===== src/rtl/fp_alu_issue_queue.sv =====
// Issue stage in front of a combinational FP ALU: queues {opcode, A, B}, holds ALU inputs
// for a settle window, then captures the result with IEEE-754 class flags.
module fp_alu_issue_queue #(
    parameter int unsigned DEPTH  = 4,
    parameter int unsigned SETTLE = 2
) (
    input  logic                     clk,
    input  logic                     rst,
    input  logic                     in_valid,
    output logic                     in_ready,
    input  logic [31:0]              in_A,
    input  logic [31:0]              in_B,
    input  logic [1:0]               in_opcode,
    output logic [31:0]              alu_A,
    output logic [31:0]              alu_B,
    output logic [1:0]               alu_opcode,
    input  logic [31:0]              alu_result,
    output logic                     out_valid,
    input  logic                     out_ready,
    output logic [31:0]              out_result,
    output logic [1:0]               out_opcode,
    output logic [3:0]               out_flags,
    output logic [$clog2(DEPTH):0]   count
);

    localparam int unsigned PtrW = $clog2(DEPTH);
    localparam int unsigned CntW = PtrW + 1;

    typedef enum logic [1:0] {StIdle, StExec, StDone} state_e;

    typedef struct packed {
        logic [1:0]  op;
        logic [31:0] a;
        logic [31:0] b;
    } cmd_t;

    cmd_t            mem_q [DEPTH];
    logic [PtrW-1:0] wr_ptr_q, rd_ptr_q;
    logic [CntW-1:0] count_q, count_d;
    state_e          state_q, state_d;
    logic [3:0]      settle_q, settle_d;
    logic [31:0]     alu_a_q, alu_b_q, res_q;
    logic [1:0]      alu_op_q, res_op_q;
    logic [3:0]      flags_q, flags_d;
    logic            valid_q;
    logic            push, pop, capture, release_out;
    cmd_t            head;

    assign head     = mem_q[rd_ptr_q];
    // Full check uses pre-pop occupancy so a full queue never accepts, even while popping.
    assign in_ready = !rst && (count_q != CntW'(DEPTH));
    assign push     = in_valid && in_ready;
    assign count_d  = count_q + CntW'(push) - CntW'(pop);

    always_comb begin
        state_d     = state_q;
        settle_d    = settle_q;
        pop         = 1'b0;
        capture     = 1'b0;
        release_out = 1'b0;
        unique case (state_q)
            StIdle: begin
                if (count_q != '0) begin
                    pop      = 1'b1;
                    settle_d = 4'(SETTLE - 1);
                    state_d  = StExec;
                end
            end
            StExec: begin
                if (settle_q == '0) begin
                    capture = 1'b1;
                    state_d = StDone;
                end else begin
                    settle_d = settle_q - 4'd1;
                end
            end
            StDone: begin
                if (out_ready) begin
                    release_out = 1'b1;
                    if (count_q != '0) begin
                        pop      = 1'b1;
                        settle_d = 4'(SETTLE - 1);
                        state_d  = StExec;
                    end else begin
                        state_d = StIdle;
                    end
                end
            end
            default: state_d = StIdle;
        endcase
    end

    // {nan, inf, zero, badop}; denormals fall through with no flag.
    always_comb begin
        flags_d    = '0;
        flags_d[3] = (alu_result[30:23] == 8'hFF) && (alu_result[22:0] != '0);
        flags_d[2] = (alu_result[30:23] == 8'hFF) && (alu_result[22:0] == '0);
        flags_d[1] = (alu_result[30:23] == 8'h00) && (alu_result[22:0] == '0);
        flags_d[0] = (alu_op_q == 2'b11);
    end

    always_ff @(posedge clk) begin
        if (push) begin
            mem_q[wr_ptr_q] <= '{op: in_opcode, a: in_A, b: in_B};
        end
    end

    always_ff @(posedge clk) begin
        if (rst) begin
            wr_ptr_q <= '0;
            rd_ptr_q <= '0;
            count_q  <= '0;
            state_q  <= StIdle;
            settle_q <= '0;
            alu_a_q  <= '0;
            alu_b_q  <= '0;
            alu_op_q <= '0;
            valid_q  <= 1'b0;
            res_q    <= '0;
            res_op_q <= '0;
            flags_q  <= '0;
        end else begin
            state_q  <= state_d;
            settle_q <= settle_d;
            count_q  <= count_d;
            if (push) begin
                wr_ptr_q <= wr_ptr_q + 1'b1;
            end
            if (pop) begin
                rd_ptr_q <= rd_ptr_q + 1'b1;
                alu_a_q  <= head.a;
                alu_b_q  <= head.b;
                alu_op_q <= head.op;
            end
            if (capture) begin
                valid_q  <= 1'b1;
                res_q    <= alu_result;
                res_op_q <= alu_op_q;
                flags_q  <= flags_d;
            end else if (release_out) begin
                valid_q <= 1'b0;
            end
        end
    end

    assign alu_A      = alu_a_q;
    assign alu_B      = alu_b_q;
    assign alu_opcode = alu_op_q;
    assign out_valid  = valid_q;
    assign out_result = res_q;
    assign out_opcode = res_op_q;
    assign out_flags  = flags_q;
    assign count      = count_q;

endmodule


===== config.mk =====
export PLATFORM = sky130hd
export DESIGN_NAME = fp_alu_issue_queue
export DESIGN_NICKNAME = d
export VERILOG_FILES = /design/src/rtl/fp_alu_issue_queue.sv
export SDC_FILE = /design/constraint.sdc
export NUM_CORES = 1
export LEC_CHECK = 0
export CORE_MARGIN = 3
export CORE_UTILIZATION = 60
export CTS_BUF_LIST = sky130_fd_sc_hd__clkbuf_8
export DETAILED_ROUTE_END_ITERATION = 8
export PLACE_DENSITY = 0.92
export SLEW_MARGIN = 20
export SYNTH_ARGS = -nofsm -noshare
export SYNTH_HDL_FRONTEND = slang
export SYNTH_SLANG_ARGS = --single-unit

===== constraint.sdc =====
create_clock -name clk -period 5.7 [get_ports clk]
set_input_delay 1.425 -clock clk [delete_from_list [all_inputs] [get_ports clk]]
set_output_delay 1.425 -clock clk [all_outputs]
set_load 0.1 [all_outputs]

## Yosys cells after proc, flatten, opt, wreduce, memory -nomap -nowiden

Memories as Yosys holds them, arrays and structs flattened. A register that Yosys moved wholly into a read port is not among the register bits.
Index checks and enable logic that the tools add are counted.

| storage, ports and cells | value |
|---|---|
| bits in registers | 52 |
| RAM bits | 264 |
| input bits | 102 |
| output and inout port bits | 109 |
| word-level logic and storage cells | 60 |
| memories | 1 |

Memories:

| memory | depth | width | read ports | clocked after memory_dff | wr ports | line | text |
|---|---|---|---|---|---|---|---|
| mem_q | 4 | 66 | 1 | 1 | 1 | 37 | `cmd_t mem_q [DEPTH];` |

| operators by class | value |
|---|---|
| add/subtract/negate cells | 5 |
| eq/ne operators | 9 |
| mux-type cells | 20 |
| reduce and logical (&&, ||, !) cells | 16 |

Operator list:

| cell | number |
|---|---|
| 23-bit zero test | 1 |
| 23-bit nonzero test | 1 |
| 4-bit two-way mux | 3 |
| 4-bit case mux with 3 select lines | 1 |
| 1-bit two-way mux | 11 |
| 8-bit == test, second input constant | 1 |
| 8-bit zero test | 1 |
| 2-bit inequality test, second input constant | 4 |
| 2-bit two-way mux | 3 |
| 2-bit case mux with 3 select lines | 1 |
| 3-bit AND reduction | 2 |
| 3-bit nonzero test | 2 |
| 1-bit logical AND | 5 |
| 2-bit by 1-bit adder with 2-bit output, second input constant | 2 |
| 2-bit == test, second input constant | 2 |
| 4-bit zero test | 1 |
| 4-bit by 1-bit subtractor with 4-bit output, second input constant | 1 |
| 3-bit by 1-bit adder with 3-bit output | 1 |
| 3-bit inequality test, second input constant | 1 |
| 3-bit by 1-bit subtractor with 3-bit output | 1 |
| 2-bit by 1-bit == test with 1-bit output, second input constant | 1 |
| 2-bit zero test | 1 |
| 1-bit case mux with 2 select lines | 1 |
| 2-bit nonzero test | 1 |
| 1-bit zero test | 1 |

## Logic depth before layout (Yosys ltp)

| depth | value |
|---|---|
| word-level depth | 5 |
| mapped depth | 12 |
| gate-level depth less buffers | 10 |

## Worst setup path after synthesis

Ideal clock, no wire load.

| timing path | value |
|---|---|
| kind | input-to-output |
| start | in rst |
| end | out in_ready |
| arrival time | 3,290 ps |
| data required time | 4,275 ps |
| path slack | 985 ps |
| cell stages on the path | 3 |
| path buffers | 2 |
| cell sequence | clkbuf_1 -> buf_1 -> a21oi_1 |

| between the ends | value |
|---|---|
| longest elaborated chain between the ends | 2 |

Ends and longest elaborated chain:

| item | line | text |
|---|---|---|
| from (decl) | 8 | `input logic rst,` |
| 1-bit zero test | 51 | `assign in_ready = !rst && (count_q != CntW'(DEPTH));` |
| 1-bit logical AND | 51 |  |
| to (decl) | 10 | `output logic in_ready,` |

Every way passes these cells.

## Worst setup path in the final report

Ends and elaborated chain as after synthesis.

==> results.txt <==
Synth cell types -> 44
Largest net degree at the start of global routing -> 69
Critical path class -> input pin to output pin
Drt wl/cell -> 20.0 µm
Global routing usage on met2 -> 0.411
Total number of vias -> 8,306
Die width -> 159 µm
Row count -> 55
Worst R2R Setup Slack -> 2.67 ns
Clock sinks -> 382
Ys Warns -> 0
FF-to-FF End -> count[2]
1st-iter DRT viols -> 764
Max Fclk -> 257 MHz
Worst Path Max Fanout -> 66
Port Buffers -> 210
Clk_skew -> 0.0210 ns
Die Ht -> 159 µm
Initial Util -> 0.615
First-pass GRT wire length -> 46,700 µm
TritonCTS clock tree -> built
Vias in the first global route -> 8,862
Drt drc -> 0
Met1 Track Usage GR -> 0.285
CP max stage cell -> buf_4
Cells after DPL -> 1,370
Post-synth ARST share -> 0
Htree depth -> 2
Fin nets -> 1,224
Worst Max-Slew Pin Slew -> 1.06 ns
Total power -> 0.00995 W
Crit path DAT -> 2.46 ns
Slew Viols, Final -> 0
Post-route minimum period -> 3.88 ns
Non-Filler Instances -> 1,472
Io pins -> 211
Mapped cell area -> 0.0140 mm²
CP Cell Sequence -> buf_4 > a21oi_1 > buf_4
Final period utilization -> 0.681
Routing usage on met3 -> 0.0579
Post-route ant nets -> 0
FF-to-FF path depth -> 10
Die ar. -> 0.0252 mm²
Worst EP required -> 4.28 ns
Worst-skew pair later-pin latency -> 0.57 ns
Area growth syn-to-layout -> 24.2%
Slowest Stage Delay on Critical Path -> 0.63 ns
Synthesized Nets -> 1,004
First-pass DRT Iterations -> 5
Pre-CTS WS -> 1.27 ns
EDFF count, synth -> 264
TritonCTS buffer count -> 55
Core area -> 0.0228 mm²
Proportion of layout cells with a drive suffix above 1 -> 0.155
Status -> completed
ANT cells -> 0
FF+latch count, synth -> 382
Power per cell area -> 572 mW/mm²
CTS max path bufs -> 3
# fillers -> 1,361
Commonest non-fill, non-tap cell in the layout -> edfxtp_1
Setup crit end kind -> output pin
Most frequent cells in the layout -> edfxtp_1, clkdlybuf4s50_1, nand2_1
# setup viols final -> 0
Most common cell on crit path -> buf_4
Sequential fraction of the synthesis area -> 0.735
Worst Hold Class -> flop to flop
Share of the synthesized area in the top cell type -> 0.566
All-layer global routing usage -> 0.235
CP Launch Type -> input pin
Most Crowded Layer GR -> met2
Static leakage -> 5.78 nW
Final hold vios -> 0
Antenna violations before repair -> 1
CTS-repair resized insts -> 0
Register cell area after layout -> 0.0103 mm²
Worst setup margin -> 1.82 ns
CTS clk-pin slew, worst paths -> 0.06 ns
CTS Root Cell -> clkbuf_8
Avg Inst Size Synth -> 15.7 µm²
Critical Path Source -> rst
Vias per inst -> 5.64
RSZ-0062 raised after global routing -> false
Worst VDD drop -> 447 µV
Final Util -> 0.763
WL final -> 29,500 µm
Synth Instances -> 894
Relative slew slack -> 0.292
Max_cap viols -> 0
Reg2Reg Launch Point -> count[2]
CP Capture Point -> in_ready
Primary FF master, synth -> edfxtp_1
Footprint of the multi-input gates -> 0.00341 mm²
CTS Hold Bufs -> 0
DP Wirelength -> 17,700 µm
Post-CTS setup buffer count -> 0
Setup TNS Final -> 0 ns
Gr ovfl total -> 0
Post-synth top area cell -> edfxtp_1
Routability cong. -> 0.847
Synth area leaders -> edfxtp_1, dfxtp_1, mux4_2, nand2_1, a21oi_1
cell type report:
class,instances,share of cell area
clock buffer,68,0.0539
tap,313,0.0225
clock inverter,34,0.00958
sequential,382,0.593
timing repair buffer,215,0.123
multi-input combinational,449,0.196
inverter,11,0.00266
worst min path at each step:
stage / slack, ns / endpoint / from / cells past startpoint
final: 0.45 / alu_A[27] / alu_A[27] / 2
after detailed placement: 0.45 / alu_B[0] / alu_B[0] / 2
after global routing: 0.47 / out_opcode[1] / out_opcode[1] / 2
after CTS: 0.45 / alu_B[0] / alu_B[0] / 2
after floorplan: 0.46 / settle_q[0] / settle_q[0] / 1
after global placement: 0.44 / out_flags[0] / out_flags[0] / 2
registers in the layout (all words and copies together) (netlist names), 3 cells and up:
name,cells
alu_A,32
settle_q,4
alu_B,32
mem_q,264
out_flags,4
count,3
out_result,32
critical path: cells and delay by family:
family	cells	cell delay [ns]
AO/OA/AOI/OAI	1	0.11
buffers and inverters	2	0.91
layer usage:
| layer | share of wire | vias up |
|---|---|---|
| met5 | 0.00068 | - |
| met3 | 0.074 | 73 |
| met1 | 0.38 | 4147 |
| met4 | 0.030 | 2 |
| met2 | 0.52 | 327 |
| li1 | - | 3757 |
cell families after synthesis:
family / count (synthesis) / synth area share
buffers and inverters: 63 / 0.0230
AND/OR/NAND/NOR: 253 / 0.0771
multiplexers: 67 / 0.107
XOR/XNOR: 5 / 0.00313
flip-flops: 382 / 0.735
adder cells (fa/ha/maj): 8 / 0.00769
AO/OA/AOI/OAI: 116 / 0.0471
synthesized netlist by cell type (2+ instances only):
| master | instances |
|---|---|
| clkbuf_1 | 20 |
| dfxtp_1 | 118 |
| nand2_1 | 194 |
| and2_1 | 5 |
| mux4_2 | 66 |
| nand3_1 | 5 |
| edfxtp_1 | 264 |
| nand2_2 | 10 |
| nor3_2 | 2 |
| nor3_1 | 2 |
| buf_8 | 2 |
| a21oi_1 | 93 |
| o21ai_0 | 2 |
| buf_6 | 2 |
| buf_2 | 22 |
| ha_1 | 7 |
| buf_4 | 4 |
| nand2b_1 | 3 |
| buf_1 | 2 |
| nor4b_1 | 2 |
| nor2_1 | 12 |
| a32o_1 | 2 |
| inv_1 | 10 |
| o31ai_1 | 2 |
| nor4_1 | 7 |
| xnor2_1 | 5 |
| a21oi_2 | 11 |
| nor2b_1 | 4 |
power breakdown:
group	internal [W]	total (W)	leakage, nW	switching [W]
clock network	0.00112	0.00209	0.657	0.000967
logic	0.00113	0.00417	1.76	0.00304
registers	0.00337	0.00369	3.36	0.000324
total	0.00561	0.00995	5.78	0.00433
through the flow:
stage	hold slack, ns	cell area (µm²)
6_report	0.453	17400
5_1_grt	0.465	17400
4_1_cts	0.454	17400
3_5_place_dp	0.446	16300
3_3_place_gp	0.439	16300
2_1_floorplan	0.461	14000
(Power assumes the default switching activity.)
